==> src/rtl/serial_alu_pkg.sv <==
// Shared types for the digit-serial ALU sequencer: op codes, sequencer states
// and the effective fill helper used for word2 digits above the valid width.
package serial_alu_pkg;

    typedef enum logic [2:0] {
        ALU_ADD = 3'd0,
        ALU_SUB = 3'd1,
        ALU_AND = 3'd2,
        ALU_OR  = 3'd3,
        ALU_XOR = 3'd4
    } AluOp;

    typedef enum logic [1:0] {
        IDLE = 2'd0,
        RUN  = 2'd1,
        DONE = 2'd2
    } SeqState;

    // Fill bit as seen by the adder: SUB inverts word2, so its fill flips too.
    function automatic logic fill_digit(input logic neg, input logic is_sub);
        return neg ^ is_sub;
    endfunction

endpackage

==> src/rtl/digit_alu.sv <==
// One-digit combinational ALU; b is already inverted by the caller for SUB.
module digit_alu
    import serial_alu_pkg::*;
#(
    parameter int DIGIT_W = 4
) (
    input  logic [DIGIT_W-1:0] a,
    input  logic [DIGIT_W-1:0] b,
    input  logic               carry_in,
    input  AluOp               op,
    output logic [DIGIT_W-1:0] r,
    output logic               carry_out
);

    logic [DIGIT_W:0] sum;

    always_comb begin
        sum       = {1'b0, a} + {1'b0, b} + {{DIGIT_W{1'b0}}, carry_in};
        r         = sum[DIGIT_W-1:0];
        carry_out = sum[DIGIT_W];
        case (op)
            ALU_AND: begin r = a & b; carry_out = 1'b0; end
            ALU_OR:  begin r = a | b; carry_out = 1'b0; end
            ALU_XOR: begin r = a ^ b; carry_out = 1'b0; end
            default: ;  // ADD, SUB and reserved codes use the adder
        endcase
    end

endmodule

==> src/rtl/serial_alu_seq.sv <==
// Digit-serial ALU sequencer: one DIGIT_W digit per clock, start/busy/done
// handshake, word2 fill above last_digit_idx and early exit for ADD/SUB.
module serial_alu_seq
    import serial_alu_pkg::*;
#(
    parameter  int XLEN    = 32,
    parameter  int DIGIT_W = 4,
    localparam int NDIGITS = XLEN / DIGIT_W,
    localparam int IDX_W   = $clog2(NDIGITS)
) (
    input  logic             clk,
    input  logic             rst,
    input  logic             start,
    input  AluOp             op,
    input  logic [IDX_W-1:0] last_digit_idx,
    input  logic             word2_is_negative,
    input  logic [XLEN-1:0]  word1,
    input  logic [XLEN-1:0]  word2,
    output logic             busy,
    output logic             done,
    output logic [XLEN-1:0]  result,
    output logic             carry_out
);

    SeqState          state;
    AluOp             op_q;
    logic [IDX_W-1:0] last_q;
    logic [IDX_W-1:0] idx;
    logic             neg_q;
    logic             carry;
    logic [XLEN-1:0]  w2_q;

    logic               is_sub;
    logic               is_arith;
    logic               fill_eff;
    logic               early;
    logic               final_dig;
    logic [DIGIT_W-1:0] a_dig;
    logic [DIGIT_W-1:0] b_dig;
    logic [DIGIT_W-1:0] r_dig;
    logic               c_dig;

    always_comb begin
        is_sub   = (op_q == ALU_SUB);
        is_arith = !(op_q inside {ALU_AND, ALU_OR, ALU_XOR});
        fill_eff = fill_digit(neg_q, is_sub);
        a_dig    = result[idx*DIGIT_W +: DIGIT_W];
        b_dig    = (idx <= last_q) ? w2_q[idx*DIGIT_W +: DIGIT_W] : {DIGIT_W{neg_q}};
        if (is_sub)
            b_dig = ~b_dig;
        // Past the valid word2 digits, a carry matching the fill leaves the
        // upper word1 digits already in result unchanged.
        early     = is_arith && (idx >= last_q) && (c_dig == fill_eff);
        final_dig = early || (idx == IDX_W'(NDIGITS - 1));
    end

    digit_alu #(.DIGIT_W(DIGIT_W)) u_digit (
        .a         (a_dig),
        .b         (b_dig),
        .carry_in  (carry),
        .op        (op_q),
        .r         (r_dig),
        .carry_out (c_dig)
    );

    always_ff @(posedge clk or posedge rst) begin
        if (rst) begin
            state     <= IDLE;
            op_q      <= ALU_ADD;
            last_q    <= '0;
            idx       <= '0;
            neg_q     <= 1'b0;
            carry     <= 1'b0;
            w2_q      <= '0;
            busy      <= 1'b0;
            done      <= 1'b0;
            result    <= '0;
            carry_out <= 1'b0;
        end else begin
            done <= 1'b0;
            case (state)
                RUN: begin
                    result[idx*DIGIT_W +: DIGIT_W] <= r_dig;
                    carry <= c_dig;
                    if (final_dig) begin
                        state     <= DONE;
                        busy      <= 1'b0;
                        done      <= 1'b1;
                        carry_out <= c_dig;
                    end else begin
                        idx <= idx + 1'b1;
                    end
                end
                default: begin  // IDLE and DONE accept a new request
                    busy  <= 1'b0;
                    state <= IDLE;
                    if (start) begin
                        state  <= RUN;
                        busy   <= 1'b1;
                        op_q   <= op;
                        last_q <= last_digit_idx;
                        neg_q  <= word2_is_negative;
                        w2_q   <= word2;
                        result <= word1;
                        idx    <= '0;
                        carry  <= (op == ALU_SUB);
                    end
                end
            endcase
        end
    end

endmodule

==> config.mk <==
export PLATFORM = sky130hd
export DESIGN_NAME = serial_alu_seq
export DESIGN_NICKNAME = d
export VERILOG_FILES = /design/src/rtl/serial_alu_pkg.sv /design/src/rtl/digit_alu.sv /design/src/rtl/serial_alu_seq.sv
export SDC_FILE = /design/constraint.sdc
export NUM_CORES = 1
export LEC_CHECK = 0
export BUFFER_PORTS_ARGS = -buffer_cell sky130_fd_sc_hd__buf_4
export CORE_MARGIN = 2
export CORE_UTILIZATION = 29
export DETAILED_ROUTE_END_ITERATION = 16
export MAX_ROUTING_LAYER = met4
export SYNTH_ARGS = -nofsm -noshare
export SYNTH_HDL_FRONTEND = slang
export SYNTH_SLANG_ARGS = --single-unit
==> constraint.sdc <==
create_clock -name clk -period 5.4 [get_ports clk]
set_input_delay 1.08 -clock clk [delete_from_list [all_inputs] [get_ports clk]]
set_output_delay 1.08 -clock clk [all_outputs]
set_load 0.02 [all_outputs]
==> results.txt <==
----------------------------------------------------
[Clock tree]
  Cts hold-fix bufs ... 0
  Depth of the CTS H-tree ... 3
  Clk root buf ... sky130_fd_sc_hd__clkbuf_16
  CTS clock-pin slew for the worst setup and hold paths ... 0.06 ns
  Worst-Skew Late Latency ... 0.34 ns
  Max clock buf depth ... 2
  Buffers inserted during post-CTS setup optimization ... 0
  Number of clock sinks ... 79
  Cells resized by post-CTS repair ... 0
  Number of buffers added by the clock tree synthesis step ... 9
  CTS tree ... yes

[Power and ir drop]
  Fraction of power spent switching nets ... 45.7%
  Power share of the clock group ... 13.5%
  Power per standard cell area ... 834 mW/mm^2
  Sequential cell fraction of total power ... 22.9%
  Switching power total ... 2.25 mW
  Combinational group share of total power ... 63.7%
  Internal power consumption ... 2.68 mW
  Pleak ... 2.79 nW
  VDD IR-drop max ... 0.259 mV

[Timing]
  Post-route clock skew ... 0.00397 ns
  Hold Vio Cnt, Final ... 0
  Worst setup slack after layout ... 1.03 ns
  Post-route minimum period ... 4.37 ns
  Setup total negative slack ... 0 ns
  Achievable clock frequency ... 229 MHz
  Actual slew at the worst max-slew pin ... 0.945 ns
  Final count of negative-setup-slack endpoints ... 0
  RSZ-0062 raised after global routing ... false
  Slew HR ... 37.0%
  Ratio of final minimum period to clock period ... 80.9%
  Final Slew Violations ... 0

[Placement]
  Count of input and output buffers ... 108
  Number of placed instances, taps included ... 781
  Worst slack at placement ... 1.02 ns
  Detailed-placement wirelength estimate ... 10300 um
  Final Wtd Congestion ... 0.875

[Final layout]
  Area grow syn2layout ... 29.5%
  Commonest cells after routing, fill and taps aside ... sky130_fd_sc_hd__nand2_1, sky130_fd_sc_hd__buf_4, sky130_fd_sc_hd__dfrtp_1, sky130_fd_sc_hd__nor2_1, sky130_fd_sc_hd__inv_1
  Final antenna diode count ... 0
  Leading cell type in the layout, fill and taps excluded ... sky130_fd_sc_hd__nand2_1
  Count of nets after finishing ... 672
  Final std cells w/o fill ... 797
  Ratio of cells with drive above 1 in the final layout ... 27.5%

[Detailed routing]
  Routed length per placed instance ... 16.9 um
  Number of DRC markers after the initial detailed-route iteration ... 229
  Mean number of vias per cell ... 4.93
  Number of optimization iterations in the first detailed-route pass ... 4
  Total length of routed wires ... 13500 um
  Total via count in the routed design ... 3933
  DRC violation count after routing ... 0
  Residual antenna-violating net count after detailed routing ... 0

[Floorplanning]
  Core area ... 0.0153 sq mm
  FP Rows ... 45
  Area of the die ... 0.0167 sq mm
  Effective utilization at floorplan ... 29.9%
  Die Height ... 129 um
  Boundary pin count ... 109
  Chip width ... 129 um

[Synth]
  Combinational family with the most area after synthesis ... simple AND/OR/NAND/NOR gates
  Complex-gate fraction of the synthesized area ... 14.8%
  Synthesized area ... 0.00456 sq mm
  Distinct cell type count after synthesis ... 56
  Syn Nets ... 570
  Synth Warn # ... 0
  Proportion of synthesized flip-flops having asynchronous set or reset ... 100%
  Basic-gate share of the synthesized area counting and, or, nand and nor cells ... 20.5%
  Post-synthesis mux area share ... 9.66%
  Synth Area in XOR/XNOR ... 2.63%
  Mean instance size in the synthesized netlist ... 9.52 sq um
  Synthesized flop and latch total ... 79
  Synth Instances ... 479
  Number of synthesized flops with an enable pin ... 0
  Adder-cell share of the synthesized area ... 4.99%
  Main flop type after synthesis ... sky130_fd_sc_hd__dfrtp_1
  Portion of the post-synthesis area used by sequential elements ... 43.3%

[Critical path]
  Worst EP required ... 5.62 ns
  Data arrival, critical path ... 4.59 ns
  Critical path type ... reg -> reg
  Crit path max fanout ... 8
  Crit path launch type ... flop
  Nature of the critical path endpoint ... flop

[GRT]
  First-pass GRT wire length ... 21200 um
  Grt ovf ... 0
  Initial antenna violation count ... 0
  Pin count of the biggest net entering global routing ... 52
  Number of global-route vias before repair ... 3957
  Total global-route track usage ... 17.0%

[Run status]
  Outcome ... finished, final reports clean

[Hold path]
  Path class of the lowest-slack min-delay path ... reg -> reg

[Job]
  Number of max-capacitance violations reported ... 0

----------------------------------------------------
## power by group through the flow
stage | registers [mW] | logic (mW) | clock network (mW)
CTS | 1.13 | 3.14 | 0.673
global route | 1.16 | 3.43 | 0.697
floorplan | 1.20 | 2.17 | 0
finish | 1.13 | 3.14 | 0.664
global placement | 1.13 | 3.08 | 0
detailed placement | 1.14 | 3.13 | 0
## flip-flops by register name, indices dropped and copies added (netlist names)
signal,cells
carry,1
carry_out,1
done,1
idx,3
last_q,3
neg_q,1
op_q,3
result,32
state,2
w2_q,32
## cells in the mapped netlist, types with 2 or more instances
cell type                    n  area share, %
sky130_fd_sc_hd__nand2_1   137             11
sky130_fd_sc_hd__dfrtp_1    79             43
sky130_fd_sc_hd__nor2_1     26            2.1
sky130_fd_sc_hd__inv_1      19            1.6
sky130_fd_sc_hd__mux4_2     16            7.9
sky130_fd_sc_hd__o22a_1     16            3.1
sky130_fd_sc_hd__ha_1       15            4.1
sky130_fd_sc_hd__o21a_1     15            2.5
sky130_fd_sc_hd__a21oi_1    14            1.5
sky130_fd_sc_hd__clkbuf_1   13            1.1
sky130_fd_sc_hd__o22ai_1    10            1.4
sky130_fd_sc_hd__o21ai_0     9           0.99
sky130_fd_sc_hd__and2_1      7           0.96
sky130_fd_sc_hd__nand3_1     7           0.77
sky130_fd_sc_hd__nand2b_1    6           0.82
sky130_fd_sc_hd__nor2b_1     6           0.82
sky130_fd_sc_hd__mux2i_1     5            1.1
sky130_fd_sc_hd__nand4_1     5           0.69
sky130_fd_sc_hd__xnor2_1     5           0.96
sky130_fd_sc_hd__xor2_1      5           0.96
sky130_fd_sc_hd__buf_1       4           0.33
sky130_fd_sc_hd__buf_2       4           0.44
sky130_fd_sc_hd__o211ai_1    4           0.66
sky130_fd_sc_hd__a21o_1      3           0.49
sky130_fd_sc_hd__a31oi_1     3           0.41
sky130_fd_sc_hd__nor3_1      3           0.33
sky130_fd_sc_hd__nor3b_1     3           0.49
sky130_fd_sc_hd__a211o_1     2           0.38
sky130_fd_sc_hd__a221o_1     2           0.44
sky130_fd_sc_hd__a22oi_1     2           0.33
sky130_fd_sc_hd__a32o_1      2           0.44
sky130_fd_sc_hd__buf_4       2           0.33
sky130_fd_sc_hd__fa_1        2           0.88
sky130_fd_sc_hd__mux2_4      2           0.66
sky130_fd_sc_hd__o221ai_1    2           0.38
sky130_fd_sc_hd__or3_1       2           0.27
sky130_fd_sc_hd__or3b_2      2           0.38
sky130_fd_sc_hd__xnor2_2     2           0.71
## per-stage QoR
stage	total power [mW]	utilization, %	instance area, sq um	hold slack [ns]
after floorplan	3.36	-	4560	0.440
after global placement	4.20	36.6	5580	0.455
after detailed placement	4.26	36.6	5580	0.461
after CTS	4.94	38.7	5910	0.475
after global routing	5.28	38.7	5910	0.491
final	4.93	38.7	5910	0.472
## logic make-up after synthesis
group                      Yosys count
and+or+nand+nor                    212
AOI/OAI and AO/OA                   92
DFF                                 79
buffers and inverters               44
muxes                               23
adders and majority gates           17
xor gates and xnor gates            12
## routing by layer
metal	vias to the layer above	track usage, %	wire [um]
li1	1871	-	-
met5	-	-	0
met4	0	4.28	123
met2	107	25.8	6290
met1	1945	23.6	6370
met3	10	3.34	693
## worst max-delay path, stage by stage (launching register included)
cell                       delay (ns)
sky130_fd_sc_hd__dfrtp_1         0.61
sky130_fd_sc_hd__inv_1           0.16
sky130_fd_sc_hd__ha_1            0.23
sky130_fd_sc_hd__nor2b_1         0.12
sky130_fd_sc_hd__o21ai_0         0.08
sky130_fd_sc_hd__a32oi_1         0.44
sky130_fd_sc_hd__mux2i_1         0.35
sky130_fd_sc_hd__xor2_1          0.14
sky130_fd_sc_hd__fa_1            0.42
sky130_fd_sc_hd__fa_1            0.44
sky130_fd_sc_hd__nand2b_1        0.17
sky130_fd_sc_hd__a21oi_1         0.25
sky130_fd_sc_hd__xnor2_2         0.13
sky130_fd_sc_hd__o311ai_4        0.37
sky130_fd_sc_hd__mux2_4          0.34
## cell type report
cell class / count / area, sq um
clock inverters: 3 / 65.1
inverters: 20 / 76.3
multi-input cells: 356 / 2400
well taps: 211 / 264
repair buffers: 115 / 863
clock buffers: 13 / 260
flip-flops and latches: 79 / 1980
fillers: 1534 / 9350
## final timing paths
check                                    start                     end  slack (ns)  cells past startpoint
max in group asynchronous                  rst   result[0]$_DFFE_PP0P_        3.58                      3
min in group asynchronous                  rst  result[24]$_DFFE_PP0P_        0.79                      2
max reg2reg                 idx[0]$_DFFE_PP0P_      idx[1]$_DFFE_PP0P_        1.03                     14
min                        w2_q[3]$_DFFE_PP0P_     w2_q[3]$_DFFE_PP0P_        0.47                      2
max                         idx[0]$_DFFE_PP0P_      idx[1]$_DFFE_PP0P_        1.03                     14
min reg2reg                w2_q[3]$_DFFE_PP0P_     w2_q[3]$_DFFE_PP0P_        0.47                      2
No activity file was read; power rests on OpenSTA's default activity.
